**src/rtl/csr_pkg.sv**
```systemverilog
// Shared machine-mode CSR definitions: interrupt cause codes and trap sequencer types.
package csr_pkg;

  localparam logic [62:0] INTERRUPT_MSI = 63'd3;
  localparam logic [62:0] INTERRUPT_MTI = 63'd7;
  localparam logic [62:0] INTERRUPT_MEI = 63'd11;

  typedef enum logic [2:0] {
    IDLE,
    DRAIN,
    ENTER,
    LEAVE,
    REDIR
  } trap_state_t;

  typedef struct packed {
    logic [63:0] pc;
    logic        interrupt;
    logic [62:0] code;
    logic [63:0] value;
    logic        ret;
  } trap_latch_t;

  // Vectored mode only applies to interrupts; the offset wraps within 64 bits.
  function automatic logic [63:0] trap_target(input logic [63:0] mtvec,
                                              input logic        interrupt,
                                              input logic [62:0] code,
                                              input logic        vectored_en);
    logic [63:0] base;
    base = {mtvec[63:2], 2'b00};
    if (vectored_en && (mtvec[1:0] == 2'b01) && interrupt)
      return base + {code[61:0], 2'b00};
    return base;
  endfunction

endpackage

```
**src/rtl/trap_ctrl_irq_prio.sv**
```systemverilog
// Fixed-priority encoder for machine interrupts: external > software > timer.
module irq_prio
  import csr_pkg::*;
(
  input  logic [63:0] pend,
  output logic        any,
  output logic [62:0] code
);

  // Only the three standard machine-level causes participate.
  logic unused_pend;
  assign unused_pend = ^{pend[63:12], pend[10:8], pend[6:4], pend[2:0]};

  always_comb begin
    any  = 1'b1;
    code = INTERRUPT_MEI;
    if (pend[11]) begin
      code = INTERRUPT_MEI;
    end else if (pend[3]) begin
      code = INTERRUPT_MSI;
    end else if (pend[7]) begin
      code = INTERRUPT_MTI;
    end else begin
      any  = 1'b0;
      code = '0;
    end
  end

endmodule

```
**src/rtl/trap_ctrl.sv**
```systemverilog
// Trap sequencer: picks exception/mret/interrupt at commit, drains memory traffic,
// pulses the CSR file, then redirects fetch.
module trap_ctrl
  import csr_pkg::*;
#(
  parameter bit VECTORED_EN   = 1'b1,
  parameter int DRAIN_TIMEOUT = 255
) (
  input  logic        clk,
  input  logic        reset,
  input  logic        commit_valid,
  input  logic [63:0] commit_pc,
  input  logic        commit_exc,
  input  logic [62:0] commit_code,
  input  logic [63:0] commit_tval,
  input  logic        commit_mret,
  input  logic        mem_busy,
  input  logic        csr_mstatus_mie,
  input  logic [63:0] csr_mie,
  input  logic [63:0] csr_mip,
  input  logic [63:0] csr_mtvec,
  input  logic [63:0] csr_mepc,
  output logic        commit_squash,
  output logic        commit_stall,
  output logic        flush,
  output logic        enter,
  output logic        leave,
  output logic [63:0] trap_pc,
  output logic        trap_interrupt,
  output logic [62:0] trap_code,
  output logic [63:0] trap_value,
  output logic        redirect_valid,
  output logic [63:0] redirect_pc,
  output logic        drain_err
);

  localparam int CW = $clog2(DRAIN_TIMEOUT + 1);
  localparam logic [CW-1:0] CNT_LAST = CW'(DRAIN_TIMEOUT - 1);

  trap_state_t state, state_next;
  trap_latch_t latched, latch_next;
  logic        latch_load;
  logic [CW-1:0] drain_cnt;

  logic [63:0] pend;
  logic        irq_any;
  logic [62:0] irq_code;

  assign pend = csr_mip & csr_mie & {64{csr_mstatus_mie}};

  irq_prio u_irq_prio (
    .pend (pend),
    .any  (irq_any),
    .code (irq_code)
  );

  // drain_cnt counts completed DRAIN cycles and clears whenever we leave DRAIN.
  always_ff @(posedge clk) begin
    if (reset) begin
      state     <= IDLE;
      latched   <= '0;
      drain_cnt <= '0;
    end else begin
      state <= state_next;
      if (latch_load)
        latched <= latch_next;
      drain_cnt <= (state == DRAIN) ? drain_cnt + CW'(1) : '0;
    end
  end

  always_comb begin
    state_next     = state;
    latch_next     = latched;
    latch_load     = 1'b0;
    commit_squash  = 1'b0;
    commit_stall   = 1'b0;
    flush          = 1'b0;
    enter          = 1'b0;
    leave          = 1'b0;
    trap_pc        = '0;
    trap_interrupt = 1'b0;
    trap_code      = '0;
    trap_value     = '0;
    redirect_valid = 1'b0;
    redirect_pc    = '0;
    drain_err      = 1'b0;

    unique case (state)
      IDLE: begin
        // Reset is gated here so the same-cycle squash/flush stay low while held in reset.
        if (commit_valid && !reset) begin
          if (irq_any) begin
            latch_next.pc        = commit_pc;
            latch_next.interrupt = 1'b1;
            latch_next.code      = irq_code;
            latch_next.value     = '0;
            latch_next.ret       = 1'b0;
            latch_load           = 1'b1;
            commit_squash        = 1'b1;
            flush                = 1'b1;
            state_next           = DRAIN;
          end else if (commit_exc) begin
            latch_next.pc        = commit_pc;
            latch_next.interrupt = 1'b0;
            latch_next.code      = commit_code;
            latch_next.value     = commit_tval;
            latch_next.ret       = 1'b0;
            latch_load           = 1'b1;
            commit_squash        = 1'b1;
            flush                = 1'b1;
            state_next           = DRAIN;
          end else if (commit_mret) begin
            latch_next.pc        = commit_pc;
            latch_next.interrupt = 1'b0;
            latch_next.code      = '0;
            latch_next.value     = '0;
            latch_next.ret       = 1'b1;
            latch_load           = 1'b1;
            flush                = 1'b1;
            state_next           = DRAIN;
          end
        end
      end

      DRAIN: begin
        flush        = 1'b1;
        commit_stall = 1'b1;
        if (!mem_busy) begin
          state_next = latched.ret ? LEAVE : ENTER;
        end else if (drain_cnt == CNT_LAST) begin
          drain_err  = 1'b1;
          state_next = latched.ret ? LEAVE : ENTER;
        end
      end

      ENTER: begin
        enter          = 1'b1;
        flush          = 1'b1;
        commit_stall   = 1'b1;
        trap_pc        = latched.pc;
        trap_interrupt = latched.interrupt;
        trap_code      = latched.code;
        trap_value     = latched.value;
        state_next     = REDIR;
      end

      LEAVE: begin
        leave        = 1'b1;
        flush        = 1'b1;
        commit_stall = 1'b1;
        state_next   = REDIR;
      end

      REDIR: begin
        redirect_valid = 1'b1;
        flush          = 1'b1;
        commit_stall   = 1'b1;
        redirect_pc    = latched.ret ? csr_mepc
                       : trap_target(csr_mtvec, latched.interrupt, latched.code, VECTORED_EN);
        state_next     = IDLE;
      end

      default: state_next = IDLE;
    endcase
  end

endmodule

```
**config.mk**
```make
export PLATFORM = sky130hd
export DESIGN_NAME = trap_ctrl
export DESIGN_NICKNAME = d
export VERILOG_FILES = /design/src/rtl/csr_pkg.sv /design/src/rtl/trap_ctrl_irq_prio.sv /design/src/rtl/trap_ctrl.sv
export SDC_FILE = /design/constraint.sdc
export NUM_CORES = 1
export LEC_CHECK = 0
export CORE_AREA = 3 3 277 279
export CTS_CLUSTER_DIAMETER = 50
export CTS_CLUSTER_SIZE = 12
export DETAILED_ROUTE_END_ITERATION = 6
export DIE_AREA = 0 0 280 282
export GPL_TIMING_DRIVEN = 0
export PLACE_DENSITY = 0.55
export SLEW_MARGIN = 20
export SYNTH_ARGS = -nofsm -noshare
export SYNTH_HDL_FRONTEND = slang
export SYNTH_SLANG_ARGS = --single-unit
```
**constraint.sdc**
```tcl
create_clock -name clk -period 4.5 [get_ports clk]
set_input_delay 0.9 -clock clk [delete_from_list [all_inputs] [get_ports clk]]
set_output_delay 0.9 -clock clk [all_outputs]
set_load 0.02 [all_outputs]
```
# == Word-level counts from Yosys, hierarchy flattened ==
# Index checks and enable logic that the tools add are counted.
# word_totals
regBits,204
inputBits,454
out_inout_bits,263
elab_cells,75
# op_classes
n_addsub,2
n_eq_ne,9
n_mux,44
bitwise,3
n_reduce_logical,10
# op_table
cell,n
193-bit two-way mux,3
64-bit two-way mux,6
63-bit two-way mux,3
64-bit adder,1
12-bit AND,2
1-bit two-way mux,23
3-bit two-way mux,7
3-bit case mux with 3 select lines,1
8-bit by 1-bit adder with 8-bit output (second input constant),1
8-bit equality test (second input constant),1
3-bit by 2-bit equality test with 1-bit output (second input constant),2
4-bit inequality test (second input constant),1
4-bit AND reduction,1
2-bit OR reduction,2
4-bit OR reduction,1
3-bit by 1-bit equality test with 1-bit output (second input constant),1
3-bit equality test (second input constant),1
3-bit logical NOT,1
3-bit by 2-bit inequality test with 1-bit output (second input constant),1
3-bit AND reduction,1
3-bit nonzero test,1
2-bit by 1-bit equality test with 1-bit output (second input constant),1
1-bit logical AND,2
2-bit inequality test (second input constant),1
other kinds (3),3

# == Longest topological paths before layout ==
# logic_depth
depth_word,9
depth_mapped,13
mapped_depth_nobuf,13

# == Cells and area by module ==
# A second synthesis with hierarchy kept.
# unflattened
hier_cells,2119
hier_area_um2,14858.0
# by_module_without_submodules
mod,instances,cells_each,area_per_inst_um2,seq_area_each_um2
trap_ctrl,1,2054,14375.0,4083.9
irq_prio,1,65,483.0,0.0

# == Worst setup path before layout ==
# No wires, ideal clock.
# synth_path
path_kind,input -> output
startpoint,input port csr_mtvec[3]
endpoint,output port redirect_pc[61]
arrival_time_ps,4169
required_time_ps,3600
path_slack_ps,-569
cell_stages,11
n_path_buf,0
path_cell_list,ha_1 -> a211oi_1 -> nor4_1 -> o21a_1 -> a311o_1 -> and3_1 -> a311oi_1 -> or3_1 -> nand3_1 -> xnor2_1 -> a2111oi_0
# synth_between
elab_chain_cells,5
# synth_rtl
item,line_no,source
start: declaration,trap_ctrl.sv:21,"input logic [63:0] csr_mtvec,"
64-bit adder,csr_pkg.sv:32,"return base + {code[61:0], 2'b00};"
64-bit two-way mux,csr_pkg.sv:31,if (vectored_en && (mtvec[1:0] == 2'b01) && interrupt)
64-bit two-way mux,csr_pkg.sv:33,return base;
64-bit two-way mux,trap_ctrl.sv:158,redirect_pc = latched.ret ? csr_mepc
64-bit two-way mux,trap_ctrl.sv:88,unique case (state)
end: declaration,trap_ctrl.sv:33,"output logic [63:0] redirect_pc,"
# Every way passes these cells. The select of a mux whose other input is x is not followed.

# == Worst setup path in the final report ==
# layout_path
startpoint,input port csr_mtvec[17]
endpoint,output port redirect_pc[62]
# Same word-level chain as after synthesis.

==> run metrics <==
status=finished, violations left; failing checks=setup timing; CORE AREA=between 70000 and 80000 sq um; Power Density=about 240 nW/um^2; final setup violation count=slightly above 40; DRC errors left=0; top_reg_cell synth=dfxtp_1; pin count of the biggest net entering global routing=13; post-synthesis cell type count=81; RSZ-0062 raised after global routing=true; area fraction of the dominant cell type after synthesis=30.23%; Clock Tree Root=clkbuf_16; Clock Latency Late Sink=0.55 ns; Pre-antenna DRT Iters=5; Placed Cells=roughly 3400; clock power share=44.7%; via-per-instance ratio=around 4.7; final std cells w/o fill=3543; Slew headroom=38.22%; Ys Warns=0; Worst Path Required=3.60 ns; cell-internal power=0.004058 W; CP Max Fanout=7; CP max-delay cell=or3b_4; initial core utilization=18.14%; Sw Ratio=30.95%; worst min path class=reg -> reg; die area=78960 sq um; H-tree depth=2; overall routing resource usage=19.39%; PortBufs=593; register area share after synthesis=30.23%; most common cell after layout, fill and taps aside=clkdlybuf4s50_1; power share of the sequential group=32.6%; clk slew on worst S/H paths=~0.04 ns; synth top area cells=dfxtp_1, and2_1, a21oi_1; post-route setup slack=-0.6621 ns; critical path class=in -> out; Post-Place Setup Slack=-2.222 ns; Final ANT Viol Nets=0; VDD IR max=223.3 uV; fmax=193.7 MHz; total grt overflow=0; cell taking the most area after synthesis=dfxtp_1; DIE WIDTH=280 um; Tmin final=just over 5 ns; CP peak stage delay=approximately 0.45 ns; CP delay by family, top=simple AND/OR/NAND/NOR gates; first-iteration detailed-routing DRC count=approximately 930; WL/cell=22.83 um; crit path DAT=4.26 ns; Async SR Flop Fraction=0%; CTS tree=done; synthesized area per cell=~7.3 sq um; Clock Skews=0.02353 ns; CTS max path bufs=3; NetSw=0.001819 W; Core Util, Final=32.46%; hold buffers post-CTS=0; Worst setup SP type=primary input; Combinational Power Share=22.6%; synthesis-to-layout area growth=78.87%; FP Rows=100; wirelength, routed=80890 um; cell mode on critical path=buf_4; clk sinks=204; Final period util=114.7%; most frequent cells in the layout=clkdlybuf4s50_1, nand2_1, nor2_1; total of max-cap violations=0; initial antenna violation count=13; vias in the first global route=16470; final net count=just over 3000; Least-Margin Pin Slew=0.9233 ns; layout cells sized above 1=19.29%; leak pwr=9.047 nW; first-pass GRT wire length=roughly 110000 um; Fin. Hold Viols=0; Top Ports=717; Synth Instances=about 1800; Mapped Area=13510 sq um; RD Place Congestion=0.9139; crit-path cells=buf_2, ha_1, buf_6, nand4_2, or3b_4, or3_4, a211oi_4, o211ai_2, buf_4, and2_4, o221ai_4, xnor2_2, a2111oi_4, buf_4; DP HPWL=between 60000 and 70000 um; EDFF count, synth=0; Die Ht=282 um; Syn Nets=2362; max-slew violation count=0; Num CTS Buffers=35; synthesized flop and latch total=204; CP endpoint kind=output port; via count=16640; Worst Path Buf+Inv=4
sequential cells by signal, indices dropped and copies added, names as in the netlist:
signal	count
drain_cnt	8
state	3
latched	193
power groups by stage:
| stage | Sequential, W | Combinational (W) | Clock (W) |
|---|---|---|---|
| 6_report | 0.00192 | 0.00133 | 0.00263 |
| 5_1_grt | 0.00193 | 0.00142 | 0.00279 |
| 4_1_cts | 0.00192 | 0.00127 | 0.00271 |
| 3_5_place_dp | 0.00195 | 0.00112 | 0 |
| 3_3_place_gp | 0.00195 | 0.00112 | 0 |
| 2_1_floorplan | 0.00193 | 0.000525 | 0 |
path summary, 6_finish.rpt:
kind                            slack, ns  cells after the start                      start                        end
worst min register to register       0.45                      2  latched[137]$_SDFFE_PP0P_  latched[137]$_SDFFE_PP0P_
worst max register to register       1.00                      9      state[0]$_SDFFE_PP0P_  latched[104]$_SDFFE_PP0P_
worst max-delay path                -0.66                     14              csr_mtvec[17]            redirect_pc[62]
worst min-delay path                 0.45                      2  latched[137]$_SDFFE_PP0P_  latched[137]$_SDFFE_PP0P_
timing repair:
item / 4_1_cts / 5_1_grt
gates resized for setup: 634 / 120
setup buffers: 64 / 20
endpoints found under the setup margin: 65 / 67
gates cloned: 0 / 0
pin swaps: 129 / 81
logic make-up (layout without fill, tap and decap cells):
| group | count (synthesis) | in the layout | synth area share (%) |
|---|---|---|---|
| muxes | 1 | 1 | 0.07410 |
| buffers and inverters | 175 | 897 | 5.780 |
| and+or+nand+nor | 783 | 783 | 27.85 |
| adders and majority gates | 64 | 64 | 5.984 |
| AOI/OAI and AO/OA | 561 | 561 | 26.45 |
| other | 0 | 8 | 0 |
| DFF | 204 | 204 | 30.23 |
| xor gates and xnor gates | 56 | 56 | 3.631 |
through the flow:
stage                     hold WS, ns  instance area, sq um  power (W)   TNS, ns
final                          0.4475                 24160   0.005877    -10.32
after global routing           0.4651                 24150   0.006130    -14.22
after CTS                      0.4485                 23640   0.005910    -7.616
after detailed placement       0.4418                 20800   0.003076    -75.20
after global placement         0.4369                 20790   0.003074   -108.90
after floorplan                0.4297                 13650   0.002455  -0.06964
cell usage after synthesis (all sizes together) (15+ instances only):
master  instances
ha             63
buf            34
o21ai          81
nor2          210
xor2           15
a21oi         209
and2          196
nand4          29
o211ai         16
nand2         242
inv            24
nand3          22
xnor2          41
a21o           28
dfxtp         204
clkbuf        117
and3           16
a22oi         124
nor3           24
cell type report:
type | instances | area (sq um)
multi-input cells | 1465 | 10460
inverters | 24 | 90.09
repair buffers | 675 | 6454
diodes | 8 | 20.02
fillers | 7961 | 50280
clock inverters | 21 | 224.0
plain buffers | 136 | 709.4
clock buffers | 41 | 898.4
flip-flops and latches | 204 | 4096
well taps | 969 | 1212
worst register-to-register path, delay by kind of cell, from the launching register on:
family | cells | cell delay, ns
compound gates | 1 | 0.15
flops | 1 | 0.34
buf+inv | 3 | 1.57
simple gates | 5 | 1.35
metal layers:
layer / global-route usage, % / vias to the layer above / share of wire, %
met5: 0 / - / 0.042
met4: 7.221 / 6 / 3.6
met3: 5.481 / 139 / 8.5
met2: 32.43 / 731 / 46
met1: 23.69 / 7865 / 41
li1: - / 7897 / -
No activity file was read; power rests on OpenSTA's default activity.
